$ cat src/rtl/cpu_core_ctrl.sv
// rtl/cpu_core_ctrl.sv - SAP-style CPU sequencer: ALU, program counter, micro-cycle counter, control decoder
// Optional macro CPU_CORE_JEZ_EN enables the JEZ conditional jump on opcode 0x7.
module cpu_core_ctrl (
  input  logic       clk,
  input  logic       reset,
  input  logic [7:0] bus_in,
  input  logic [7:0] rega,
  input  logic [7:0] regb,
  input  logic [3:0] opcode,
  input  logic       cin,
  output logic [7:0] pc,
  output logic [7:0] alu_out,
  output logic       cout,
  output logic       eq_zero,
  output logic [3:0] cycle,
  output logic [3:0] state,
  output logic       c_ai,
  output logic       c_ao,
  output logic       c_bi,
  output logic       c_ci,
  output logic       c_co,
  output logic       c_eo,
  output logic       c_ii,
  output logic       c_j,
  output logic       c_mi,
  output logic       c_oi,
  output logic       c_ro,
  output logic       c_ri,
  output logic       c_sub,
  output logic       halt
);

  typedef enum logic [3:0] {
    S_NEXT       = 4'd0,
    S_FETCH_PC   = 4'd1,
    S_FETCH_INST = 4'd2,
    S_LOAD_ADDR  = 4'd3,
    S_RAM_A      = 4'd4,
    S_RAM_B      = 4'd5,
    S_ADD        = 4'd6,
    S_SUB        = 4'd7,
    S_STORE_A    = 4'd8,
    S_OUT_A      = 4'd9,
    S_JUMP       = 4'd10,
    S_SKIP_JUMP  = 4'd11,
    S_HALT       = 4'd12
  } state_t;

  state_t     cur_state;
  logic [8:0] sum;
  logic [7:0] operand_b;
  logic       carry_in;

  assign eq_zero = (rega == 8'h00);
  assign state   = cur_state;

  // Micro-state is a pure function of opcode and cycle; the cycle counter is the only state register.
  always_comb begin
    cur_state = S_NEXT;
    case (cycle)
      4'd0: cur_state = S_FETCH_PC;
      4'd1: cur_state = S_FETCH_INST;
      default: begin
        case (opcode)
          4'h1: case (cycle)
                  4'd2: cur_state = S_FETCH_PC;
                  4'd3: cur_state = S_LOAD_ADDR;
                  4'd4: cur_state = S_RAM_A;
                  default: cur_state = S_NEXT;
                endcase
          4'h2, 4'h3: case (cycle)
                  4'd2: cur_state = S_FETCH_PC;
                  4'd3: cur_state = S_LOAD_ADDR;
                  4'd4: cur_state = S_RAM_B;
                  4'd5: cur_state = (opcode == 4'h3) ? S_SUB : S_ADD;
                  default: cur_state = S_NEXT;
                endcase
          4'h4: case (cycle)
                  4'd2: cur_state = S_FETCH_PC;
                  4'd3: cur_state = S_LOAD_ADDR;
                  4'd4: cur_state = S_STORE_A;
                  default: cur_state = S_NEXT;
                endcase
          4'h5: cur_state = (cycle == 4'd2) ? S_OUT_A : S_NEXT;
          4'h6: case (cycle)
                  4'd2: cur_state = S_FETCH_PC;
                  4'd3: cur_state = S_JUMP;
                  default: cur_state = S_NEXT;
                endcase
`ifdef CPU_CORE_JEZ_EN
          4'h7: case (cycle)
                  4'd2: cur_state = S_FETCH_PC;
                  4'd3: cur_state = eq_zero ? S_JUMP : S_SKIP_JUMP;
                  default: cur_state = S_NEXT;
                endcase
`endif
          4'hF: cur_state = S_HALT;
          default: cur_state = S_NEXT;
        endcase
      end
    endcase
  end

  // Strobes are held low during reset so nothing outside captures in the reset cycle.
  always_comb begin
    c_ai  = 1'b0;
    c_ao  = 1'b0;
    c_bi  = 1'b0;
    c_ci  = 1'b0;
    c_co  = 1'b0;
    c_eo  = 1'b0;
    c_ii  = 1'b0;
    c_j   = 1'b0;
    c_mi  = 1'b0;
    c_oi  = 1'b0;
    c_ro  = 1'b0;
    c_ri  = 1'b0;
    c_sub = 1'b0;
    halt  = 1'b0;
    if (!reset) begin
      c_ai  = (cur_state == S_RAM_A) || (cur_state == S_ADD) || (cur_state == S_SUB);
      c_ao  = (cur_state == S_OUT_A) || (cur_state == S_STORE_A);
      c_bi  = (cur_state == S_RAM_B);
      c_ci  = (cur_state == S_FETCH_INST) || (cur_state == S_JUMP) ||
              (cur_state == S_SKIP_JUMP) || (cur_state == S_LOAD_ADDR);
      c_co  = (cur_state == S_FETCH_PC);
      c_eo  = (cur_state == S_ADD) || (cur_state == S_SUB);
      c_ii  = (cur_state == S_FETCH_INST);
      c_j   = (cur_state == S_JUMP);
      c_mi  = (cur_state == S_FETCH_PC) || (cur_state == S_LOAD_ADDR);
      c_oi  = (cur_state == S_OUT_A);
      c_ro  = (cur_state == S_FETCH_INST) || (cur_state == S_JUMP) || (cur_state == S_RAM_A) ||
              (cur_state == S_RAM_B) || (cur_state == S_LOAD_ADDR);
      c_ri  = (cur_state == S_STORE_A);
      c_sub = (cur_state == S_SUB);
      halt  = (cur_state == S_HALT);
    end
  end

  // Subtract is two's complement: invert B and force the carry-in, so cout=1 means no borrow.
  assign operand_b = c_sub ? ~regb : regb;
  assign carry_in  = c_sub ? 1'b1 : cin;
  assign sum       = {1'b0, rega} + {1'b0, operand_b} + {8'h00, carry_in};
  assign alu_out   = sum[7:0];
  assign cout      = sum[8];

  always_ff @(posedge clk) begin
    if (reset) begin
      pc <= 8'h00;
    end else if (c_ci) begin
      pc <= c_j ? bus_in : pc + 8'd1;
    end
  end

  always_ff @(posedge clk) begin
    if (reset || (cur_state == S_NEXT)) begin
      cycle <= 4'd0;
    end else if (cur_state != S_HALT) begin
      cycle <= cycle + 4'd1;
    end
  end

endmodule

$ cat config.mk
export PLATFORM = sky130hd
export DESIGN_NAME = cpu_core_ctrl
export DESIGN_NICKNAME = d
export VERILOG_FILES = /design/src/rtl/cpu_core_ctrl.sv
export SDC_FILE = /design/constraint.sdc
export NUM_CORES = 1
export LEC_CHECK = 0
export CORE_ASPECT_RATIO = 1.75
export CORE_UTILIZATION = 46
export DETAILED_ROUTE_END_ITERATION = 6
export PLACE_DENSITY_LB_ADDON = 0.08
export SLEW_MARGIN = 40
export SYNTH_ARGS = -nofsm -noshare
export SYNTH_HDL_FRONTEND = slang
export SYNTH_SLANG_ARGS = --single-unit
$ cat constraint.sdc
create_clock -name clk -period 14.7 [get_ports clk]
set_clock_uncertainty 0.2 [all_clocks]
set_input_delay 2.94 -clock clk [delete_from_list [all_inputs] [get_ports clk]]
set_output_delay 2.94 -clock clk [all_outputs]
set_load 0.02 [all_outputs]
==> flow_metrics.tcl <==
set metrics [dict create \
    status "finished clean" \
    synth_cell_types 54 \
    post-route-util_pct 72.2 \
    htreeDepth 1 \
    dieHeight_um 79.4 \
    ant_nets 0 \
    rsz0062_at_grt "no" \
    cts.path.max_buffers 2 \
    syn_inst 196 \
    critPathKind "input port to primary output" \
    synth_edf_count 0 \
    diodes 0 \
    rows 27 \
    die_w_um 46.2 \
    slew_viol_final 0 \
    dieArea_mm2 0.00367 \
    synth_top_area_share_pct 15.3 \
    ys_seq_area_share_pct 15.3 \
    synth_area_leader_cell "dfxtp_1" \
    worstMarginPinSlew_ps 526 \
    drc 0 \
    drtIter0Drc 44 \
    period_needed_ps 10650 \
    cap_violations 0 \
    period_share_pct 72.4 \
    cts_resized 0 \
    min_path_type "flop to flop" \
    holdWs_ps 293 \
    clk_latency_ps 250 \
    worstSetupEndpointType "primary output" \
    synth_ff_type "dfxtp_1" \
    drt_wl_total_um 4520 \
    cp_max_fo 10 \
    worst_setup_path_start_kind "input port" \
    postCtsHoldBufs 0 \
    async_reset_ff_share_pct 0 \
    grt_pass1_vias 1613 \
    fin_cells 303 \
    slew_headroom_pct 64.8 \
    ys_ff_latch 12 \
    cp_cell_sequence "clkdlybuf4s50_1, or4b_4, or4_4, nor3_4, xor2_1, fa_1, fa_1, a21o_1, a21oi_1, o21bai_1, a21oi_1, xnor2_1, clkdlybuf4s50_1" \
    io_pins 71 \
    num_vias 1743 \
    grt_usage_pct 25.5 \
    root_buffer "clkbuf_8" \
    max_stage_delay_ps 610 \
    wl_per_cell_um 14.9 \
    core_area_mm2 0.00321 \
    antenna_found_initial 0 \
    seq_power_share_pct 17.6 \
    drive_above_1_share_pct 7.69 \
    power_frac_clock_pct 14.7 \
    place_inst 299 \
    powerDensity_mw_per_mm2 109 \
    setup_tns_ps 0 \
    hold_viol 0 \
    critPathSlowestCell "clkdlybuf4s50_1" \
    fmax_ghz 0.0939 \
    synth_area_mm2 0.00157 \
    p_sw_share_pct 46.6 \
    syn_nets 241 \
    port_buffers 70 \
    overflow 0 \
    start_util_pct 49.0 \
    cts_tree "yes" \
    yosysWarningCount 0 \
    multiInputGateArea_mm2 0.00121 \
    syn2layout_area_growth_pct 47.2 \
    cts_made_buffers 3 \
    post_cts_buffers 0 \
    netlist_top_cells_area "dfxtp_1 (15%), ha_1 (9.5%), xor2_1 (5.6%)" \
    grt_start_max_net_pins 19 \
    fin_nets 306 \
    avgSynthCellArea_um2 8.03 \
    gp_congestion 0.879 \
    grt_pass1_wl_um 7180 \
    arrival_ps 7510 \
    regArea_um2 240 \
    vdd_drop_max_mv 0.0906 \
    dr.pass1.iters 4 \
    cts_sinks 12 \
    setup_viol 0 \
    total_leakage_power_nw 0.920 \
    p_int_w 0.000135 \
    combPwrFrac_pct 67.7 \
    switchingPower_w 0.000118 \
    vias_per_cell 5.75 \
    hpwl_um 3460 \
    fillers 256 \
    crit_required_ps 11560 \
    cts.clk_slew.worst_paths_ps 60 \
]
[path summary, 6_finish.rpt]
check                                from         end  slack, ps  cells after the start
worst min-delay path                pc[1]       pc[1]        290                      2
worst max-delay path            opcode[3]  alu_out[6]       4050                     13
worst min register to register      pc[1]       pc[1]        290                      2
worst max register to register   cycle[0]       pc[6]      11910                      9
[Yosys cell counts, types with 5 or more instances]
cell	number
nor2_1	18
a21oi_1	14
inv_1	13
dfxtp_1	12
ha_1	12
xor2_1	10
nor3_1	9
xnor2_1	8
mux2i_1	6
nand2_1	6
nor2b_1	6
and3_1	5
buf_4	5
o2bb2ai_1	5
o31ai_1	5
[metrics by stage]
| stage | cell area (µm²) | power [W] | setup slack, ps |
|---|---|---|---|
| final | 2320 | 0.000252 | 4050 |
| after global routing | 2320 | 0.000268 | 3710 |
| after CTS | 2310 | 0.000250 | 3820 |
| after detailed placement | 2260 | 0.000212 | 3840 |
| after global placement | 2260 | 0.000212 | 3920 |
| after floorplan | 1570 | 0.000152 | 5370 |
[area by class of cell]
cell class	instances	area share, %
Clock buffer	4	2.38
Inverter	14	2.27
Multi-Input combinational cell	159	52.1
Sequential cell	12	10.4
Tap cell	43	2.32
Timing Repair Buffer	71	30.6
[layout by cell type (no fill, tap or decap), types with 2 or more instances in the layout]
cell / instances
nand2_2: 2
o21ai_2: 2
dfxtp_1: 12
clkbuf_8: 4
and3_1: 5
xor2_1: 10
o31ai_1: 5
a21o_1: 2
o2bb2ai_1: 5
nor2_1: 18
a41oi_1: 3
nand2b_1: 3
ha_1: 12
or4_1: 2
xnor2_1: 8
nand2_1: 6
nand3_1: 2
o21ai_0: 4
inv_1: 13
a21oi_1: 14
nand4_1: 3
nor3_1: 9
nor2b_1: 6
a211o_1: 2
nand3b_1: 3
fa_1: 2
mux2i_1: 6
clkdlybuf4s50_1: 70
[critical path: cells and delay by family]
kind / cells / cell delay [ps]
compound gates: 4 / 700
fa+ha+maj: 2 / 870
buf+inv: 2 / 1180
xor+xnor: 2 / 310
simple gates: 3 / 1510
[metal layers]
metal  vias to the layer above  GRT usage [%]  share of wire [%]
met5                         -              0                  0
met4                         0           10.3                2.6
met3                        17           3.17                5.5
met2                        73           44.5                 52
met1                       808           29.7                 39
li1                        845              -                  -
[power groups by stage]
stage	Sequential (W)	Clock, W	Combinational (W)
6_report	0.0000445	0.0000371	0.000171
5_1_grt	0.0000453	0.0000380	0.000185
3_5_place_dp	0.0000450	0	0.000167
4_1_cts	0.0000444	0.0000369	0.000169
3_3_place_gp	0.0000449	0	0.000167
2_1_floorplan	0.0000483	0	0.000104
[logic make-up after synthesis]
group,after synthesis,synth area share (%)
flip-flops,12,15.3
adder cells (fa/ha/maj),14,12.1
AO/OA/AOI/OAI,54,26.6
AND/OR/NAND/NOR,67,23.8
buffers and inverters,25,8.43
multiplexers,6,3.82
XOR/XNOR,18,10.0
[state kept, by name, indices dropped and copies added, names as in the netlist]
| register | count |
|---|---|
| pc | 8 |
| cycle | 4 |
Power figures use the tool's default switching activity.
